<file path="src/rtl/pc_sequencer.sv">
// Program-counter register and run-control FSM feeding the CPU core's pc_i.
// Gates PC updates with run/pause/step/halt, latches halt cause/PC and keeps perf counters.
module pc_sequencer #(
  parameter int                    DATA_WIDTH = 64,
  parameter logic [DATA_WIDTH-1:0] RESET_PC   = DATA_WIDTH'(64'h8000_0000),
  parameter int                    CNT_WIDTH  = 32
) (
  input  logic                  clk_i,
  input  logic                  rst_i,
  input  logic [DATA_WIDTH-1:0] new_pc_i,
  input  logic [7:0]            exceptions_i,
  input  logic                  run_i,
  input  logic                  step_req_i,
  input  logic                  clear_i,
  output logic [DATA_WIDTH-1:0] pc_o,
  output logic                  step_ack_o,
  output logic                  halted_o,
  output logic [8:0]            halt_cause_o,
  output logic [DATA_WIDTH-1:0] halt_pc_o,
  output logic [CNT_WIDTH-1:0]  retire_cnt_o,
  output logic [CNT_WIDTH-1:0]  stall_cnt_o,
  output logic [CNT_WIDTH-1:0]  redirect_cnt_o
);

  typedef enum logic [1:0] {
    ST_PAUSE = 2'd0,
    ST_RUN   = 2'd1,
    ST_STEP  = 2'd2,
    ST_HALT  = 2'd3
  } state_t;

  state_t                state_q, state_d;
  logic [DATA_WIDTH-1:0] pc_q, pc_d;
  logic [DATA_WIDTH-1:0] halt_pc_q, halt_pc_d;
  logic [8:0]            cause_q, cause_d;
  logic                  step_ack_q, step_ack_d;
  logic                  halted_q, halted_d;
  logic [CNT_WIDTH-1:0]  retire_q, retire_d;
  logic [CNT_WIDTH-1:0]  stall_q, stall_d;
  logic [CNT_WIDTH-1:0]  redirect_q, redirect_d;

  logic                  exc_hit;
  logic                  mis_hit;
  logic                  do_update;
  logic [DATA_WIDTH-1:0] pc_plus4;

  assign exc_hit  = (exceptions_i != 8'd0);
  assign mis_hit  = (new_pc_i[1:0] != 2'b00);
  // Wraps modulo 2^DATA_WIDTH, so the top-of-space to zero step counts as sequential.
  assign pc_plus4 = pc_q + DATA_WIDTH'(4);

  always_comb begin
    state_d    = state_q;
    pc_d       = pc_q;
    halt_pc_d  = halt_pc_q;
    cause_d    = cause_q;
    retire_d   = retire_q;
    stall_d    = stall_q;
    redirect_d = redirect_q;
    do_update  = 1'b0;

    case (state_q)
      ST_PAUSE: begin
        if (run_i) begin
          state_d = ST_RUN;
        end else if (step_req_i) begin
          state_d = ST_STEP;
        end
      end
      ST_RUN, ST_STEP: begin
        if (exc_hit) begin
          state_d   = ST_HALT;
          cause_d   = {1'b0, exceptions_i};
          halt_pc_d = pc_q;
        end else if (mis_hit) begin
          state_d   = ST_HALT;
          cause_d   = 9'h100;
          halt_pc_d = pc_q;
        end else if (state_q == ST_RUN && !run_i) begin
          state_d = ST_PAUSE;
        end else begin
          do_update = 1'b1;
          state_d   = (state_q == ST_RUN) ? ST_RUN : ST_PAUSE;
        end
      end
      ST_HALT: begin
        if (clear_i) begin
          state_d = ST_PAUSE;
          cause_d = 9'd0;
        end
      end
      default: state_d = ST_PAUSE;
    endcase

    // Stall/redirect classification is against the PC before this update.
    if (do_update) begin
      pc_d     = new_pc_i;
      retire_d = retire_q + CNT_WIDTH'(1);
      if (new_pc_i == pc_q) begin
        stall_d = stall_q + CNT_WIDTH'(1);
      end else if (new_pc_i != pc_plus4) begin
        redirect_d = redirect_q + CNT_WIDTH'(1);
      end
    end

    step_ack_d = (state_q == ST_STEP);
    halted_d   = (state_d == ST_HALT);
  end

  always_ff @(posedge clk_i) begin
    if (!rst_i) begin
      state_q    <= ST_PAUSE;
      pc_q       <= RESET_PC;
      halt_pc_q  <= '0;
      cause_q    <= '0;
      step_ack_q <= 1'b0;
      halted_q   <= 1'b0;
      retire_q   <= '0;
      stall_q    <= '0;
      redirect_q <= '0;
    end else begin
      state_q    <= state_d;
      pc_q       <= pc_d;
      halt_pc_q  <= halt_pc_d;
      cause_q    <= cause_d;
      step_ack_q <= step_ack_d;
      halted_q   <= halted_d;
      retire_q   <= retire_d;
      stall_q    <= stall_d;
      redirect_q <= redirect_d;
    end
  end

  assign pc_o           = pc_q;
  assign step_ack_o     = step_ack_q;
  assign halted_o       = halted_q;
  assign halt_cause_o   = cause_q;
  assign halt_pc_o      = halt_pc_q;
  assign retire_cnt_o   = retire_q;
  assign stall_cnt_o    = stall_q;
  assign redirect_cnt_o = redirect_q;

endmodule
</file>
<file path="config.mk">
export PLATFORM = sky130hd
export DESIGN_NAME = pc_sequencer
export DESIGN_NICKNAME = d
export VERILOG_FILES = /design/src/rtl/pc_sequencer.sv
export SDC_FILE = /design/constraint.sdc
export NUM_CORES = 1
export LEC_CHECK = 0
export ABC_AREA = 1
export CAP_MARGIN = 20
export CELL_PAD_IN_SITES_DETAIL_PLACEMENT = 1
export CELL_PAD_IN_SITES_GLOBAL_PLACEMENT = 1
export CORE_ASPECT_RATIO = 1.75
export CORE_UTILIZATION = 38
export DETAILED_ROUTE_END_ITERATION = 16
export GPL_ROUTABILITY_DRIVEN = 0
export GPL_TIMING_DRIVEN = 1
export PLACE_DENSITY = 0.91
export SLEW_MARGIN = 30
export SYNTH_ARGS = -nofsm -noshare
export SYNTH_HDL_FRONTEND = slang
export SYNTH_SLANG_ARGS = --single-unit
export TNS_END_PERCENT = 50
</file>
<file path="constraint.sdc">
create_clock -name clk_i -period 7.5 [get_ports clk_i]
set_input_delay 1.5 -clock clk_i [delete_from_list [all_inputs] [get_ports clk_i]]
set_output_delay 1.5 -clock clk_i [all_outputs]
set_load 0.03 [all_outputs]
</file>
# --- Yosys cells after proc, flatten, opt, wreduce, memory -nomap -nowiden ---
# Cells that the tools add are included.
totals:
  in_bits: 77
  n_memories: 0
  latchBits: 0
  rom_bits: 0
  word_cells: 52
  ram_bits: 0
  out_inout_bits: 235
  regBits: 237
op_classes:
  n_mux: 18
  eq_ne: 8
  shift: 0
  n_lt_le_gt_ge: 0
  n_reduce_logical: 12
  addsub: 4
  mul: 0
  div: 0
  n_bitwise: 1
op_table:
  columns: ["cell", "count"]
  rows:
  - ["$mux W64", 2]
  - ["$add A32 B1 Y32 const B", 3]
  - ["$add A64 B3 Y64 const B", 1]
  - ["$eq A64 B64 Y1", 1]
  - ["$ne A64 B64 Y1", 1]
  - ["$mux W9", 3]
  - ["$pmux W9 S2", 1]
  - ["$mux W2", 5]
  - ["$reduce_bool A8 Y1", 1]
  - ["$eq A2 B2 Y1 const B", 3]
  - ["$mux W1", 6]
  - ["$pmux W2 S3", 1]
  - ["$reduce_and A3 Y1", 2]
  - ["$reduce_bool A2 Y1", 3]
  - ["$reduce_and A2 Y1", 2]
  - ["$ne A3 B3 Y1 const B", 1]
  - ["$eq A2 B1 Y1 const B", 1]
  - ["$logic_not A2 Y1", 1]
  - ["$ne A2 B2 Y1 const B", 1]
  - ["$reduce_or A2 Y1", 1]
  - ["$logic_and A1 B1 Y1", 1]
  - ["$logic_not A1 Y1", 1]
  - ["$not A1 Y1", 1]

# --- Logic depth before layout (Yosys ltp) ---
# Gate-level depths: netlist (run 1).
logic_depth:
  word_depth: 7
  ltp_mapped: 20
  depth_no_buf: 19

# --- Least setup slack after synthesis (run 1) ---
# Ideal clock, no wire load.
synth_timing:
  path_kind: "input -> register"
  from: "in exceptions_i[6]"
  to: "reg retire_q[30] (netlist: retire_cnt_o[30])"
  arrival_time_ps: 3167
  slack_ps: 4218
  setup_time_ps: 115
  path_stages: 15
  required_time_ps: 7385
  path_buffers: 0
  cell_sequence: "nor2_1 > nand2_1 > nor2_2 > nand4_2 > nor2_1 > nand2_1 > nor2_1 > nand3_1 > nor2_2 > nand2_1 > inv_1 > nand2_1 > nor2_1 > a21oi_1 > o21a_1"
synth_via:
  elab_chain_len: 3
synth_rtl:
  columns: ["item", "line", "text"]
  rows:
  - ["start: declaration", "11", "input logic [7:0] exceptions_i,"]
  - ["$reduce_bool A8 Y1", "47", "assign exc_hit = (exceptions_i != 8'd0);"]
  - ["$mux W1", "71", "if (exc_hit) begin"]
  - ["$mux W1", "62", "case (state_q)"]
  - ["end signal: assignment", "128", "retire_q <= retire_d;"]
  - ["end: declaration", "38", "logic [CNT_WIDTH-1:0] retire_q, retire_d;"]
# No other way between the ends.
# A chain may end at the register's enable or synchronous reset.

# --- Worst setup path in the final report (run 1) ---
layout_timing:
  from: "in new_pc_i[39]"
  to: "reg stall_q[30] (netlist: stall_cnt_o[30])"
layout_via:
  elab_chain_len: 2
layout_rtl:
  columns: ["item", "line", "text"]
  rows:
  - ["start: declaration", "10", "input logic [DATA_WIDTH-1:0] new_pc_i,"]
  - ["$eq A64 B64 Y1", "99", "if (new_pc_i == pc_q) begin"]
  - ["$reduce_and A2 Y1 (no line)", null, null]
  - ["end signal: assignment", "129", "stall_q <= stall_d;"]
  - ["end: declaration", "39", "logic [CNT_WIDTH-1:0] stall_q, stall_d;"]
# No other way between the ends.

==> summary.txt, run 1 <==
Setup path
  – Crit path max fanout: 21
  – Startpoint Class: input port
  – Worst setup EP type: flip-flop
  – Terminus of the critical flop-to-flop path: redirect_cnt_o[23]
  – Worst Path Class, Setup: input port to flip-flop
  – Worst EP required: 7.95 ns
  – Crit Reg-Reg Startpoint: pc_o[43]
  – Critical path origin: new_pc_i[39]
  – Critical path data arrival time: 5.34 ns
  – End point of the critical path: stall_cnt_o[30]
  – R2r worst-path depth: 16
  – Reg2reg setup slack: ~3.4 ns

Floorplan
  – Number of placed I/O pins: between 300 and 400
  – Die H: 258 um
  – Row Count: 93
  – Die area: approximately 38,000 um2
  – Core Footprint: roughly 37,000 um2
  – Die Wd: 148 um
  – Starting density of the core: 38.6%

Logic synthesis
  – Yosys cell types: 40
  – Syn Area/Cell: roughly 6.2 um2
  – Area leader, netlist: dfxtp_1
  – Synth Register Bits: 237
  – Seq/Total Area, Yosys: 33.4%
  – Mapped Nets: 2,370
  – Synth top area share: 33.4%
  – Top post-synthesis cells by area: dfxtp_1 33%, nand2_1 15%, nor2_1 8.5%
  – Synth Warn #: 0
  – Cells after synthesis: 2,285
  – Cell Area, Synth: 14,200 um2

Global route
  – Largest net degree at the start of global routing: roughly 120
  – Initial antenna violation count: 6
  – GRT Util Overall: 33.2%
  – GRT Residual Overflow: 0
  – Vias in the first global route: ~18,000
  – First-pass GRT wire length: 99.2 mm

Route
  – DRC violations left: 0
  – Per-cell routed wire length: 21.1 um
  – Routed WL: 64.4 mm
  – Vias per Instance: 5.57
  – DRT antenna net count: 0
  – DRT Pass-1 Iters: 5
  – Initial drt markers: 853
  – Vias: 16,996

Timing
  – Hold_ws: 0.470 ns
  – Slew margin rel.: 44.7%
  – Max Fclk: 204 MHz
  – Setup-failing EPs final: 0
  – Hold Fails Final Rpt: 0
  – Period utilization: 65.2%
  – RSZ-0062 raised after global routing: no
  – Worst Tran Pin Value: ~0.8 ns
  – Clock Skews: 0.0112 ns
  – Slew Limit Fails: 0
  – Min cycle time layout: 4.89 ns
  – Setup TNS: 0 ns

Clocking
  – CTS root buffer: clkbuf_16
  – Clock buffer depth: 3
  – CTS tree: yes
  – Number of buffers created by CTS: 24
  – Clk sinks: ~240
  – Post-CTS Setup Inserts: 0
  – H-tree depth: 1
  – Clock transition at the registers of the reported paths: 0.07 ns
  – Hold bufs inserted after CTS: 0
  – Clk_lat worst skew: 0.55 ns
  – Resized Gates After CTS: 0

Place
  – Port buffer count: 311
  – Placed cells: 3,005
  – Detail Placement HPWL: 48.6 mm
  – Placed Instance Area: 17,700 um2

Run
  – Max cap viols: 0

Outcome
  – Status: completed

Final layout
  – Final core occ: 50.6%
  – Post-route design area: 18,600 um2
  – P&R area growth vs syn: 31.2%
  – Share of layout cells above drive strength 1: 3.65%
  – Final #Nets: ~2,600
  – Layout Cells excl Fill: just over 3,000

Power and ir drop
  – Pleak: 7.08 nW
  – Power per cell area: 219 nW/um2
  – VDD IR max: 0.224 mV

Worst hold path
  – Beginning of the worst hold path: halt_cause_o[4]
  – Hold Crit Class: flip-flop to flip-flop
[kinds of logic (layout without fill, tap and decap cells)]
family | count (synthesis) | after routing | synth area share (%)
flip-flops | 237 | 237 | 33.4
AND/OR/NAND/NOR | 1212 | 1212 | 37.1
XOR/XNOR | 91 | 91 | 5.62
buffers and inverters | 379 | 668 | 10.3
adder cells (fa/ha/maj) | 8 | 8 | 0.705
AO/OA/AOI/OAI | 358 | 358 | 12.9
other | 0 | 3 | 0
[where the power goes]
| part | total (mW) | internal (mW) | leakage [nW] | switching [mW] |
|---|---|---|---|---|
| logic | 1.18 | 0.388 | 4.72 | 0.795 |
| registers | 1.46 | 1.39 | 1.92 | 0.0712 |
| clock network | 1.44 | 0.878 | 0.444 | 0.559 |
| total | 4.08 | 2.66 | 7.08 | 1.43 |
[synthesized netlist by cell type (all sizes together)]
library cell	instances
nand4	90
inv	284
nor3	41
a31oi	3
nor3b	6
dfxtp	237
clkbuf	62
or2	1
and2	1
xnor2	11
buf	9
o21a	6
ha	8
and3	1
nand2	588
o21ba	1
xor2	80
nor4	20
nand3	110
o21ai	171
nor2	344
nand3b	10
o21bai	1
clkinv	24
a21oi	175
o2111ai	1
[state kept, by name, summed over array words and instances, names as in the netlist]
name,cells
pc_o,64
retire_cnt_o,32
state_q,2
halted_o,1
redirect_cnt_o,32
halt_cause_o,9
step_ack_o,1
halt_pc_o,64
stall_cnt_o,32
[critical path: stages]
cell	delay [ns]
clkdlybuf4s50_1	0.46
xor2_1	0.21
nor4_1	0.74
nand2_1	0.15
nor2_1	0.15
nand2_1	0.07
nor2_2	0.38
nand2_1	0.61
inv_1	0.75
nand2_1	0.11
a21oi_1	0.20
[final cells by class]
class,count,area [um2]
antenna,3,7.51
clock buffer,29,629
clock inverter,15,295
fill,4911,18200
inverter,308,1160
multi-input combinational,1669,8000
sequential,237,4740
tap,475,594
timing repair buffer,316,3180
[worst min-delay path by stage]
stage,to,slack (ns),depth (start not counted)
after floorplan,retire_cnt_o[31],0.59,2
after global placement,halt_cause_o[0],0.45,2
after detailed placement,halt_cause_o[8],0.46,2
after CTS,halt_cause_o[8],0.47,2
after global routing,halt_cause_o[5],0.48,2
final,halt_cause_o[4],0.47,2
[stage by stage]
stage	power [mW]	setup slack (ns)
3_5_place_dp	2.66	2.24
3_3_place_gp	2.61	2.47
5_1_grt	4.26	2.40
6_report	4.08	2.61
4_1_cts	4.10	2.81
2_1_floorplan	2.18	4.22
[per-layer routing]
metal | track usage (%) | share of wire (%) | vias to the layer above
li1 | - | - | 7868
met1 | 33.9 | 36 | 8129
met2 | 60.3 | 50 | 750
met3 | 7.99 | 7.9 | 243
met4 | 20.2 | 6.5 | 6
met5 | 0 | 0.061 | -
[placed cells by master, fill, tap and decap left out, drive strengths merged, types with 8 or more instances in the layout]
| cell type | netlist | final |
|---|---|---|
| ha | 8 | 8 |
| nor4 | 20 | 20 |
| nand2 | 588 | 588 |
| nor3 | 41 | 41 |
| dfxtp | 237 | 237 |
| clkinv | 24 | 30 |
| o21ai | 171 | 171 |
| inv | 284 | 283 |
| xor2 | 80 | 80 |
| xnor2 | 11 | 11 |
| bufinv | 0 | 8 |
| clkbuf | 62 | 29 |
| nand3 | 110 | 110 |
| nand4 | 90 | 90 |
| a21oi | 175 | 175 |
| nand3b | 10 | 10 |
| nor2 | 344 | 344 |
| clkdlybuf4s50 | 0 | 310 |
Power figures use the tool's default switching activity.
==> inputs of run 2 (changes only) <==
--- a/config.mk
+++ b/config.mk
@@ -10,11 +10,11 @@
 export CELL_PAD_IN_SITES_DETAIL_PLACEMENT = 1
 export CELL_PAD_IN_SITES_GLOBAL_PLACEMENT = 1
 export CORE_ASPECT_RATIO = 1.75
-export CORE_UTILIZATION = 38
+export CORE_UTILIZATION = 35
 export DETAILED_ROUTE_END_ITERATION = 16
 export GPL_ROUTABILITY_DRIVEN = 0
 export GPL_TIMING_DRIVEN = 1
-export PLACE_DENSITY = 0.91
+export PLACE_DENSITY = 0.85
 export SLEW_MARGIN = 30
 export SYNTH_ARGS = -nofsm -noshare
 export SYNTH_HDL_FRONTEND = slang
==> constraint.sdc (replaced) <==
create_clock -name clk_i -period 4.6 [get_ports clk_i]
set_input_delay 0.92 -clock clk_i [delete_from_list [all_inputs] [get_ports clk_i]]
set_output_delay 0.92 -clock clk_i [all_outputs]
set_load 0.03 [all_outputs]
==> summary.txt, run 2 (synthesis results as in run 1) <==
Outcome
  – Status: completed

Final layout
  – P&R area growth vs syn: 30.6%
  – Filler Cell Count: 5,284
  – Share of layout cells above drive strength 1: 3.68%
  – Commonest non-fill, non-tap cell in the layout: nand2_1
  – Leading cell types in the layout, fill and taps excluded: 579 x nand2_1, 319 x nor2_1, 310 x clkdlybuf4s50_1
  – Final #Nets: 2,648
  – Ant. Diodes: 0

Place
  – Port buffer count: approximately 310
  – Detail Placement HPWL: 46.0 mm

Clocking
  – H-tree depth: 1
  – Clk_lat worst skew: 0.56 ns
  – Post-CTS Setup Inserts: 0
  – Hold bufs inserted after CTS: 0
  – CTS root buffer: clkbuf_16
  – Clk sinks: about 240
  – Resized Gates After CTS: 0
  – Clock transition at the registers of the reported paths: approximately 0.060 ns
  – Clock buffer depth: 3
  – Number of buffers created by CTS: 25
  – CTS tree: yes

Timing
  – Period utilization: 79.4%
  – Clock Skews: 0.0172 ns
  – Slew Limit Fails: 0
  – Setup TNS: 0 ns
  – Slew margin rel.: 44.0%
  – Hold Fails Final Rpt: 0
  – Max Fclk: 274 MHz
  – RSZ-0062 raised after global routing: no
  – Setup-failing EPs final: 0
  – Min cycle time layout: 3.65 ns
  – Worst Tran Pin Value: around 0.84 ns

Setup path
  – Terminus of the critical flop-to-flop path: redirect_cnt_o[0]
  – Crit Reg-Reg Startpoint: pc_o[2]
  – Crit path max fanout: 54
  – Worst setup EP type: flip-flop
  – Worst Path Class, Setup: flip-flop to flip-flop
  – Critical path data arrival time: 4.10 ns
  – Startpoint Class: flip-flop
  – Worst EP required: approximately 5.0 ns
  – R2r worst-path depth: 16
  – Reg2reg setup slack: 0.95 ns

Route
  – Initial drt markers: 824
  – Vias: 16,465
  – Routed WL: 58.9 mm
  – Vias per Instance: 5.35
  – DRT Pass-1 Iters: 5
  – DRT antenna net count: 0
  – DRC violations left: 0
  – Per-cell routed wire length: 19.2 um

Global route
  – GRT Util Overall: 28.3%
  – Vias in the first global route: 17,441
  – GRT Residual Overflow: 0
  – Most Crowded Layer GR: met2
  – Met3 GRT Util: 5.43%
  – Routing usage on met2: about 53%
  – Initial antenna violation count: 1
  – Largest net degree at the start of global routing: 115
  – Grt met1 use: 29.1%
  – First-pass GRT wire length: 92.5 mm

Worst hold path
  – Hold Crit Class: flip-flop to flip-flop
  – Hold EP: halt_cause_o[4]
  – Beginning of the worst hold path: halt_cause_o[4]
  – Hold Path Stages: 2

Power and ir drop
  – Pleak: 7.05 nW
  – VDD IR max: 0.309 mV
  – Power per cell area: roughly 340 nW/um2
  – Overall power: 6.31 mW

Floorplan
  – Core Footprint: 40,100 um2
  – Number of placed I/O pins: 312
  – Die H: approximately 270 um
  – Die Wd: about 150 um
  – Row Count: 97
  – Die area: between 40,000 and 50,000 um2
  – Starting density of the core: a little over a third

Run
  – Max cap viols: 0
==> run 2: cell types whose count changed in the layout (fill, tap and decap cells not counted), moves of 3 or more <==
cell	before	now
clkbuf_1	4	8
clkbuf_8	1	4
bufinv_16	8	1
buf_4	2	9
diode_2	3	0
==> run 2: how the worst max path moves through the flow <==
stage | depth (start not counted) | slack, ns | endpoint | from
2_1_floorplan | 15 | 1.90 | retire_cnt_o[30] | exceptions_i[6]
3_3_place_gp | 14 | 0.55 | stall_cnt_o[24] | new_pc_i[0]
3_5_place_dp | 14 | 0.51 | stall_cnt_o[15] | new_pc_i[0]
4_1_cts | 16 | 1.05 | redirect_cnt_o[0] | pc_o[2]
5_1_grt | 17 | 0.61 | redirect_cnt_o[0] | pc_o[22]
6_report | 16 | 0.95 | redirect_cnt_o[0] | pc_o[2]
==> run 2: critical path, stage by stage (launching register included) <==
cell,delay (ns)
dfxtp_1,0.48
ha_1,0.30
nand3_1,0.12
nor2_1,0.25
nand3_1,0.21
nor2_1,0.43
nand2_1,0.10
nand2_1,0.11
nand4_1,0.11
nor2_1,0.17
nand2_1,0.09
nor2_2,0.14
nand3_4,0.49
nand2_1,0.28
inv_1,0.09
nor2_1,0.09
nor2_1,0.05
==> run 2: layer usage <==
layer / up-vias / wire [um]
li1: 7860 / -
met1: 7898 / 21700
met2: 525 / 30400
met3: 182 / 3410
met4: 0 / 3360
met5: - / 0
==> run 2: final cells by class <==
cell class / count / area (um2) / area share [%]
inverters: 308 / 1160 / 6.25
well taps: 495 / 619 / 3.34
clock inverters: 7 / 66.3 / 0.358
repair buffers: 322 / 3230 / 17.4
multi-input cells: 1669 / 8000 / 43.2
clock buffers: 37 / 711 / 3.84
flip-flops and latches: 237 / 4740 / 25.6
==> run 2: through the flow <==
step / hold slack, ns / std cells / utilization [%] / area, um2 / worst slack (ns)
after floorplan: 0.588 / 2285 / - / 14200 / 1.90
after global placement: 0.453 / 3029 / 44.2 / 17700 / 0.549
after detailed placement: 0.459 / 3031 / 44.3 / 17700 / 0.506
after CTS: 0.469 / 3075 / 46.2 / 18500 / 1.05
after global routing: 0.487 / 3075 / 46.3 / 18500 / 0.611
final: 0.472 / 3075 / 46.3 / 18500 / 0.945
==> run 2: power breakdown <==
part	switching (mW)	internal (mW)	leakage, nW
clock network	0.891	1.12	0.381
logic	1.27	0.640	4.74
registers	0.116	2.27	1.92
total	2.27	4.03	7.05
==> inputs of run 3 (changes only) <==
==> constraint.sdc (replaced) <==
create_clock -name clk_i -period 3.7 [get_ports clk_i]
set_input_delay 0.74 -clock clk_i [delete_from_list [all_inputs] [get_ports clk_i]]
set_output_delay 0.74 -clock clk_i [all_outputs]
set_load 0.03 [all_outputs]
==> summary.txt, run 3 (synthesis results as in run 1) <==
Outcome
  – Status: completed

Clocking
  – Clk sinks: around 240
  – H-tree depth: 1
  – CTS root buffer: clkbuf_16
  – Hold bufs inserted after CTS: 0
  – Post-CTS Setup Inserts: 0
  – Number of buffers created by CTS: 24
  – Clock buffer depth: 3
  – CTS tree: yes
  – Clock transition at the registers of the reported paths: 0.07 ns
  – Clk_lat worst skew: between 0.5 and 0.6 ns

Route
  – DRT antenna net count: 0
  – DRC violations left: 0
  – DRT Pass-1 Iters: 5
  – Initial drt markers: 741
  – Vias: 16,477
  – Vias per Instance: 5.33
  – Routed WL: 59.7 mm
  – Per-cell routed wire length: 19.3 um

Setup path
  – Worst Path Class, Setup: flip-flop to flip-flop
  – Reg2reg setup slack: 0.33 ns
  – Crit path max-delay cell type: dfxtp_1
  – Crit path largest cell delay: 0.47 ns
  – Terminus of the critical flop-to-flop path: redirect_cnt_o[0]
  – Critical Path Most Common Cell: nor2_1
  – Crit path max fanout: 54
  – Crit Reg-Reg Startpoint: pc_o[2]
  – Startpoint Class: flip-flop
  – Critical Path, Cell by Cell: ha_1, nand3_1, nor2_1, nand3_1, nor2_1, nand2_1, nand2_1, nand4_1, nor2_1, nand2_1, nor2_2, nand3_4, buf_6, nand2_1, inv_1, nor2_1, nor2_1
  – R2r worst-path depth: 17
  – Worst setup EP type: flip-flop
  – Critical path data arrival time: 3.82 ns
  – Worst EP required: approximately 4.2 ns

Power and ir drop
  – VDD IR max: between 0.5 and 0.6 mV
  – Combinational share of power: between 30% and 40%
  – P_sw: 2.86 mW
  – Net Sw Frac: 36.1%
  – Sequential share of power: 37.5%
  – Power per cell area: 424 nW/um2
  – Clock share of power: between 30% and 40%
  – Pleak: 7.15 nW
  – Int Pwr: 5.08 mW

Final layout
  – Area of the multi-input gates: 8000 um2
  – Share of layout cells above drive strength 1: approximately 4.5%
  – Final #Nets: 2,663
  – Leading cell types in the layout, fill and taps excluded: 579 x nand2_1, 319 x nor2_1, 310 x clkdlybuf4s50_1
  – Commonest non-fill, non-tap cell in the layout: nand2_1
  – Register area: ~4700 um2
  – P&R area growth vs syn: 31.9%
  – Filler Cell Count: approximately 5,300
  – Ant. Diodes: 0

Timing
  – Min cycle time layout: 3.37 ns
  – Period utilization: 91.0%
  – Max Fclk: 297 MHz
  – Slew margin rel.: between 50 and 60%
  – RSZ-0062 raised after global routing: no
  – Worst Tran Pin Value: 0.637 ns
  – Clock Skews: roughly 0.014 ns
  – Hold_ws: 0.480 ns
  – Slew Limit Fails: 0
  – Setup TNS: 0 ns
  – Hold Fails Final Rpt: 0
  – Setup-failing EPs final: 0

Place
  – Port buffer count: ~310
  – Detail Placement HPWL: roughly 47 mm

Global route
  – GRT Util Overall: 28.5%
  – Vias in the first global route: ~17,000
  – First-pass GRT wire length: 92.6 mm
  – GRT Residual Overflow: 0
  – Largest net degree at the start of global routing: between 100 and 150
  – Initial antenna violation count: 2

Worst hold path
  – Hold Path Stages: 2
  – Hold Crit Class: flip-flop to flip-flop
  – Hold EP: halt_cause_o[7]
  – Beginning of the worst hold path: halt_cause_o[7]

Floorplan
  – Die area: 41,400 um2
  – Starting density of the core: 35.4%
  – Number of placed I/O pins: 312
  – Row Count: 97
  – Die Wd: 154 um
  – Core Footprint: 40,100 um2
  – Die H: 268 um

Run
  – Max cap viols: 0
run 3: cell types whose count changed in the layout (fill, tap and decap cells not counted):
cell and delta:
clkinvlp_4 +1, clkbuf_1 -5, clkbuf_16 -1, bufinv_16 +1, clkinv_8 +1, buf_12 +1, buf_4 +14, buf_16 +1
inv_8 +1, clkinv_2 +2
run 3: worst max path at each step:
stage / to / cells after the start / start
final: redirect_cnt_o[0] / 17 / pc_o[2]
after global routing: redirect_cnt_o[0] / 17 / pc_o[2]
after CTS: redirect_cnt_o[0] / 17 / pc_o[2]
after detailed placement: stall_cnt_o[10] / 15 / new_pc_i[1]
after global placement: redirect_cnt_o[0] / 11 / new_pc_i[60]
after floorplan: redirect_cnt_o[4] / 19 / pc_o[2]
run 3: power by group through the flow:
stage               Combinational, mW  Sequential (mW)  Clock (mW)
floorplan                       0.966             3.46           0
global placement                 2.31             3.02           0
finish                           2.39             2.97        2.57
global route                     2.60             3.00        2.73
CTS                              2.41             2.98        2.64
detailed placement               2.39             3.03           0
run 3: worst max-delay path, delay by kind of cell (launching register included):
| family | cells | cell delay [ns] |
|---|---|---|
| buf+inv | 2 | 0.28 |
| flops | 1 | 0.47 |
| fa+ha+maj | 1 | 0.29 |
| simple gates | 14 | 2.19 |
run 3: final cells by class:
cell class	count	share of cell area [%]
clock inverters	13	0.756
flip-flops and latches	237	25.4
repair buffers	338	18.1
inverters	308	6.19
multi-input cells	1669	42.8
clock buffers	31	3.56
well taps	495	3.31
run 3: metal layers:
metal	GRT usage, %	vias to the layer above	routed length (um)
met5	0	-	31
met4	16.1	4	3280
met3	6.05	183	3530
met2	54.4	494	31200
met1	28.2	7902	21700
li1	-	7894	-
run 3: repair_timing:
item                       CTS  global route
hold endpoints to repair     0             0
setup endpoints to repair    0             3
gates resized for setup      0             1
run 3: metrics by stage:
step           setup slack (ns)  power [mW]  cell area, um2  instances  util, %
2_1_floorplan              1.10        4.42           14200       2285        -
3_3_place_gp              0.155        5.33           17800       3045     44.6
3_5_place_dp             0.0961        5.42           17900       3047     44.7
4_1_cts                   0.311        8.02           18700       3091     46.7
5_1_grt                   0.131        8.32           18700       3091     46.7
6_report                  0.334        7.94           18700       3091     46.7
